$ cat config.mk
export PLATFORM = sky130hd
export DESIGN_NAME = mult_seq
export DESIGN_NICKNAME = d
export VERILOG_FILES = /design/src/rtl/mult_seq.sv
export SDC_FILE = /design/constraint.sdc
export NUM_CORES = 1
export LEC_CHECK = 0
export BUFFER_PORTS_ARGS = -buffer_cell sky130_fd_sc_hd__buf_2
export CORE_UTILIZATION = 56
export DETAILED_ROUTE_END_ITERATION = 10
export PLACE_DENSITY = 0.89
export SLEW_MARGIN = 40
export SYNTH_ARGS = -nofsm -noshare
export SYNTH_HDL_FRONTEND = slang
export SYNTH_SLANG_ARGS = --single-unit
export TNS_END_PERCENT = 100
$ cat constraint.sdc
create_clock -name clk -period 3.4 [get_ports clk]
set_input_delay 0.17 -clock clk [delete_from_list [all_inputs] [get_ports clk]]
set_output_delay 0.17 -clock clk [all_outputs]
set_load 0.01 [all_outputs]
$ cat src/rtl/mult_seq.sv
// Sequential 16x16 shift-add multiplier that borrows the execute-stage ALU for its ADD and SLL steps.
// Optional MULT_SEQ_EARLY_EXIT_EN stops iterating once the remaining multiplier bits are zero.
module mult_seq #(
   parameter int WIDTH = 16,
   parameter int CNT_W = 4
) (
   input  logic             clk,
   input  logic             rst_n,
   input  logic             start,
   input  logic [WIDTH-1:0] op_a,
   input  logic [WIDTH-1:0] op_b,
   output logic             busy,
   output logic             done,
   output logic [WIDTH-1:0] result,
   output logic [WIDTH-1:0] alu_a,
   output logic [WIDTH-1:0] alu_b,
   output logic [3:0]       alu_op,
   output logic             alu_cin,
   output logic             alu_inva,
   output logic             alu_invb,
   output logic             alu_sign,
   input  logic [WIDTH-1:0] alu_out,
   output logic [1:0]       dbg_state
);

   // Handshake: start is accepted only in IDLE (busy=0); done is a one-cycle
   // pulse in the DONE state and result is registered on the edge ending it.
   typedef enum logic [1:0] {
      S_IDLE  = 2'd0,
      S_ADD   = 2'd1,
      S_SHIFT = 2'd2,
      S_DONE  = 2'd3
   } state_t;

   localparam logic [3:0] ALU_ADD = 4'b1000;
   localparam logic [3:0] ALU_SLL = 4'b0010;

   state_t           state_q, state_d;
   logic [WIDTH-1:0] prod_q, prod_d;
   logic [WIDTH-1:0] mcand_q, mcand_d;
   logic [WIDTH-1:0] mplier_q, mplier_d;
   logic [CNT_W-1:0] cnt_q, cnt_d;
   logic [WIDTH-1:0] result_q, result_d;

   always_ff @(posedge clk or negedge rst_n) begin
      if (!rst_n) begin
         state_q  <= S_IDLE;
         prod_q   <= '0;
         mcand_q  <= '0;
         mplier_q <= '0;
         cnt_q    <= '0;
         result_q <= '0;
      end else begin
         state_q  <= state_d;
         prod_q   <= prod_d;
         mcand_q  <= mcand_d;
         mplier_q <= mplier_d;
         cnt_q    <= cnt_d;
         result_q <= result_d;
      end
   end

   always_comb begin
      state_d  = state_q;
      prod_d   = prod_q;
      mcand_d  = mcand_q;
      mplier_d = mplier_q;
      cnt_d    = cnt_q;
      result_d = result_q;
      alu_a    = '0;
      alu_b    = '0;
      alu_op   = ALU_ADD;
      done     = 1'b0;
      case (state_q)
         S_IDLE: begin
            if (start) begin
               prod_d   = '0;
               mcand_d  = op_a;
               mplier_d = op_b;
               cnt_d    = '0;
               state_d  = op_b[0] ? S_ADD : S_SHIFT;
`ifdef MULT_SEQ_EARLY_EXIT_EN
               if (op_b == '0) state_d = S_DONE;
`endif
            end
         end
         S_ADD: begin
            alu_a   = prod_q;
            alu_b   = mcand_q;
            alu_op  = ALU_ADD;
            prod_d  = alu_out;
            state_d = S_SHIFT;
         end
         S_SHIFT: begin
            alu_a    = mcand_q;
            alu_b    = WIDTH'(1);
            alu_op   = ALU_SLL;
            mcand_d  = alu_out;
            mplier_d = mplier_q >> 1;
            cnt_d    = cnt_q + 1'b1;
            // mplier_q[1] becomes the next LSB after this shift
            if (cnt_q == CNT_W'(WIDTH - 1)) begin
               state_d = S_DONE;
`ifdef MULT_SEQ_EARLY_EXIT_EN
            end else if ((mplier_q >> 1) == '0) begin
               state_d = S_DONE;
`endif
            end else begin
               state_d = mplier_q[1] ? S_ADD : S_SHIFT;
            end
         end
         S_DONE: begin
            done     = 1'b1;
            result_d = prod_q;
            state_d  = S_IDLE;
         end
         default: state_d = S_IDLE;
      endcase
   end

   assign busy      = (state_q != S_IDLE);
   assign result    = result_q;
   assign alu_cin   = 1'b0;
   assign alu_inva  = 1'b0;
   assign alu_invb  = 1'b0;
   assign alu_sign  = 1'b0;
   assign dbg_state = state_q;

endmodule

==> summary.md <==
| Metric | Value |
|---|---|
| Outcome | complete, no violations |
| Yosys cell types | 31 |
| Initial DRT Pass Iterations | 5 |
| Max Root-Sink Buffers | 2 |
| Num CTS Buffers | 9 |
| Tmin final | 2.85 ns |
| I/O Pins | 111 |
| Area Growth Syn to Fin | 18.8% |
| CP endpoint kind | primary output |
| Layout cell share with drive strength beyond 1 | 40.0% |
| CP startpoint | dbg_state[0]$_DFFE_PN0P_ |
| Dpl hpwl | 5670 µm |
| Remaining DRCs | 0 |
| Routed len/inst | 16.7 µm |
| Final setup vio count | 0 |
| Register area share after synthesis | 46.5% |
| Initial antenna violation count | 0 |
| Root buffer cell | clkbuf_8 |
| Worst Hold Class | primary input to register |
| Period utilisation layout | 83.8% |
| GR Overflow Total | 0 |
| Clock power share | 19.6% |
| Setup Total Neg Slack | 0 ns |
| P_int | 0.00251 W |
| First-pass GRT wire length | 14100 µm |
| Final clock skew | 0.00859 ns |
| Sequential share of power | 34.1% |
| Final slew viol count | 0 |
| Post-Route WL | 8420 µm |
| Critical path data required time | 3.23 ns |
| RSZ-0062 raised after global routing | false |
| Core ar. | 6390 µm² |
| Synthesized area | 3720 µm² |
| EDFF count, synth | 0 |
| Hold Fails Final Rpt | 0 |
| Die width | 83.5 µm |
| IO buf count | 104 |
| Post-Synthesis Cells | 328 |
| Pleak | 2.23 nW |
| Maxcap violations | 0 |
| ANT cells | 0 |
| Die height | 83.5 µm |
| Comb pwr share | 46.2% |
| Depth of the CTS H-tree | 3 |
| Sw Pwr | 0.00168 W |
| Post-synth ARST share | 100% |
| Slew @ Worst Pin | 0.715 ns |
| Starting Density | 58.2% |
| Pwr dens | 950 nW/µm² |
| Die footprint | 6970 µm² |
| Drt initial violations | 101 |
| CTS tree | built |
| DR vias | 2908 |
| Flop and latch count out of synthesis | 69 |
| Peak Freq | 351 MHz |
| Post-synthesis average cell area | 11.3 µm² |
| Total clock sinks | 69 |
| Cell area after layout | 4410 µm² |
| R2R Setup Slk | 1.29 ns |
| Max transition margin | 52.4% |
| R2r endpoint | mcand_q[2]$_DFFE_PN0P_ |
| Crit start category | register |
| Hold path depth | 3 |
| Total GRT Usage | 25.5% |
| Clock Latency Late Sink | 0.35 ns |
| Critical-path maximum fanout | 38 |
| Final antenna-violating net count | 0 |
| Worst Reg-to-Reg Cells | 5 |
| Via count of the first global-routing pass | 2924 |
| Peak VDD IR | 0.513 mV |
| Hold EP | prod_q[2]$_DFFE_PN0P_ |
| Worst Min Path Start | alu_out[2] |
| Vias per inst | 5.76 |
| Final net count | 479 |
| R2r startpoint | dbg_state[0]$_DFFE_PN0P_ |
| Placed cell area | 4150 µm² |
| Critical path class | register to primary output |
| Gp weighted congestion | 0.784 |
| Reg clk slew, reported paths | 0.08 ns |
| Pin count of the biggest net entering global routing | 43 |
| Ys flop type | dfrtp_1 |
| Synth Warn # | 0 |
| CP arrival | 2.68 ns |
| Num rows | 29 |
| Switching share of power | 40.1% |
==> cell families (layout without fill, tap and decap cells) <==
kind of cell | Yosys count | in the layout | synth area share [%]
compound gates | 90 | 90 | 17.7
fa+ha+maj | 5 | 5 | 1.68
buf+inv | 38 | 133 | 8.01
flops | 69 | 69 | 46.5
mux | 66 | 66 | 18.4
other cells | 1 | 6 | 0.101
simple gates | 59 | 59 | 7.64
==> cell type report <==
class                      instances  area [µm²]
clock buffer                      10         138
inverter                           4        15.0
fill                             484        1970
sequential                        69        1730
multi-input combinational        226        1730
clock inverter                     6         110
timing repair buffer             113         597
tap                               77        96.3
==> layout by cell type (no fill, tap or decap), types with 2 or more instances in the layout <==
| master | instances |
|---|---|
| buf_2 | 103 |
| dfrtp_1 | 69 |
| mux2i_1 | 48 |
| nand2_1 | 32 |
| o21ai_2 | 20 |
| o21ai_1 | 19 |
| a22o_1 | 17 |
| mux2_2 | 17 |
| and3_1 | 16 |
| a22oi_1 | 16 |
| clkbuf_8 | 10 |
| o21ai_0 | 9 |
| buf_4 | 8 |
| conb_1 | 6 |
| inv_1 | 4 |
| and2_1 | 4 |
| ha_1 | 3 |
| bufinv_16 | 3 |
| nor2b_1 | 2 |
| a21oi_1 | 2 |
| nand3_1 | 2 |
| ha_2 | 2 |
| clkinvlp_4 | 2 |
==> sequential cells by signal (all words and copies together) (netlist names) <==
register / count
result: 16
mplier_q: 15
prod_q: 16
cnt_q: 4
dbg_state: 2
mcand_q: 16
==> power by group through the flow <==
stage / clock network [W] / logic (W) / registers (W)
2_1_floorplan: 0 / 0.00151 / 0.00142
3_3_place_gp: 0 / 0.00186 / 0.00141
3_5_place_dp: 0 / 0.00195 / 0.00144
4_1_cts: 0.000835 / 0.00196 / 0.00143
5_1_grt: 0.000863 / 0.00214 / 0.00148
6_report: 0.000824 / 0.00194 / 0.00143
==> synth_stat cells, types with 5 or more instances <==
| cell | instances | area [µm²] |
|---|---|---|
| a22o_1 | 17 | 149 |
| a22oi_1 | 16 | 120 |
| ha_1 | 5 | 62.6 |
| o21ai_2 | 20 | 175 |
| buf_6 | 14 | 158 |
| mux2_2 | 17 | 191 |
| mux2i_1 | 49 | 490 |
| nand2_1 | 32 | 120 |
| o21ai_1 | 19 | 95.1 |
| o21ai_0 | 9 | 45.0 |
| and3_1 | 16 | 100 |
| buf_4 | 9 | 67.6 |
| dfrtp_1 | 69 | 1730 |
==> critical path, stage by stage (launching register included) <==
cell	delay, ns
dfrtp_1	0.43
inv_1	0.11
ha_2	0.21
buf_4	0.52
and2_1	0.68
a22o_1	0.25
buf_2	0.13
==> stage by stage <==
stage | cells | util [%] | power (W) | worst slack [ns] | hold slack (ns)
after floorplan | 333 | - | 0.00293 | 1.70 | -0.126
after global placement | 487 | 64.8 | 0.00327 | 1.00 | 0.344
after detailed placement | 488 | 65.0 | 0.00339 | 0.931 | 0.180
after CTS | 505 | 69.1 | 0.00422 | 0.551 | 0.0670
after global routing | 505 | 69.1 | 0.00448 | 0.408 | 0.100
final | 505 | 69.1 | 0.00419 | 0.552 | 0.0769
==> timing repair <==
action,4_1_cts,5_1_grt
setup buffers,0,0
endpoints found under the hold margin,41,0
gates resized for setup,0,0
hold buffers,1,0
==> per-layer routing <==
layer | global-route usage [%] | part of all wire (%) | vias up
li1 | - | - | 1374
met5 | 0 | 0 | -
met1 | 32.2 | 41 | 1375
met3 | 4.75 | 7.5 | 23
met2 | 43.0 | 49 | 136
met4 | 11.6 | 2.6 | 0
==> how the worst max path moves through the flow <==
stage / end / slack [ns] / cells after the start
6_report: alu_a[5] / 0.55 / 6
2_1_floorplan: alu_a[0] / 1.70 / 6
3_5_place_dp: alu_a[0] / 0.93 / 6
4_1_cts: alu_a[0] / 0.55 / 6
5_1_grt: alu_a[1] / 0.41 / 6
3_3_place_gp: alu_a[5] / 1.00 / 6
Note: power is estimated with default switching activity, not from simulation.
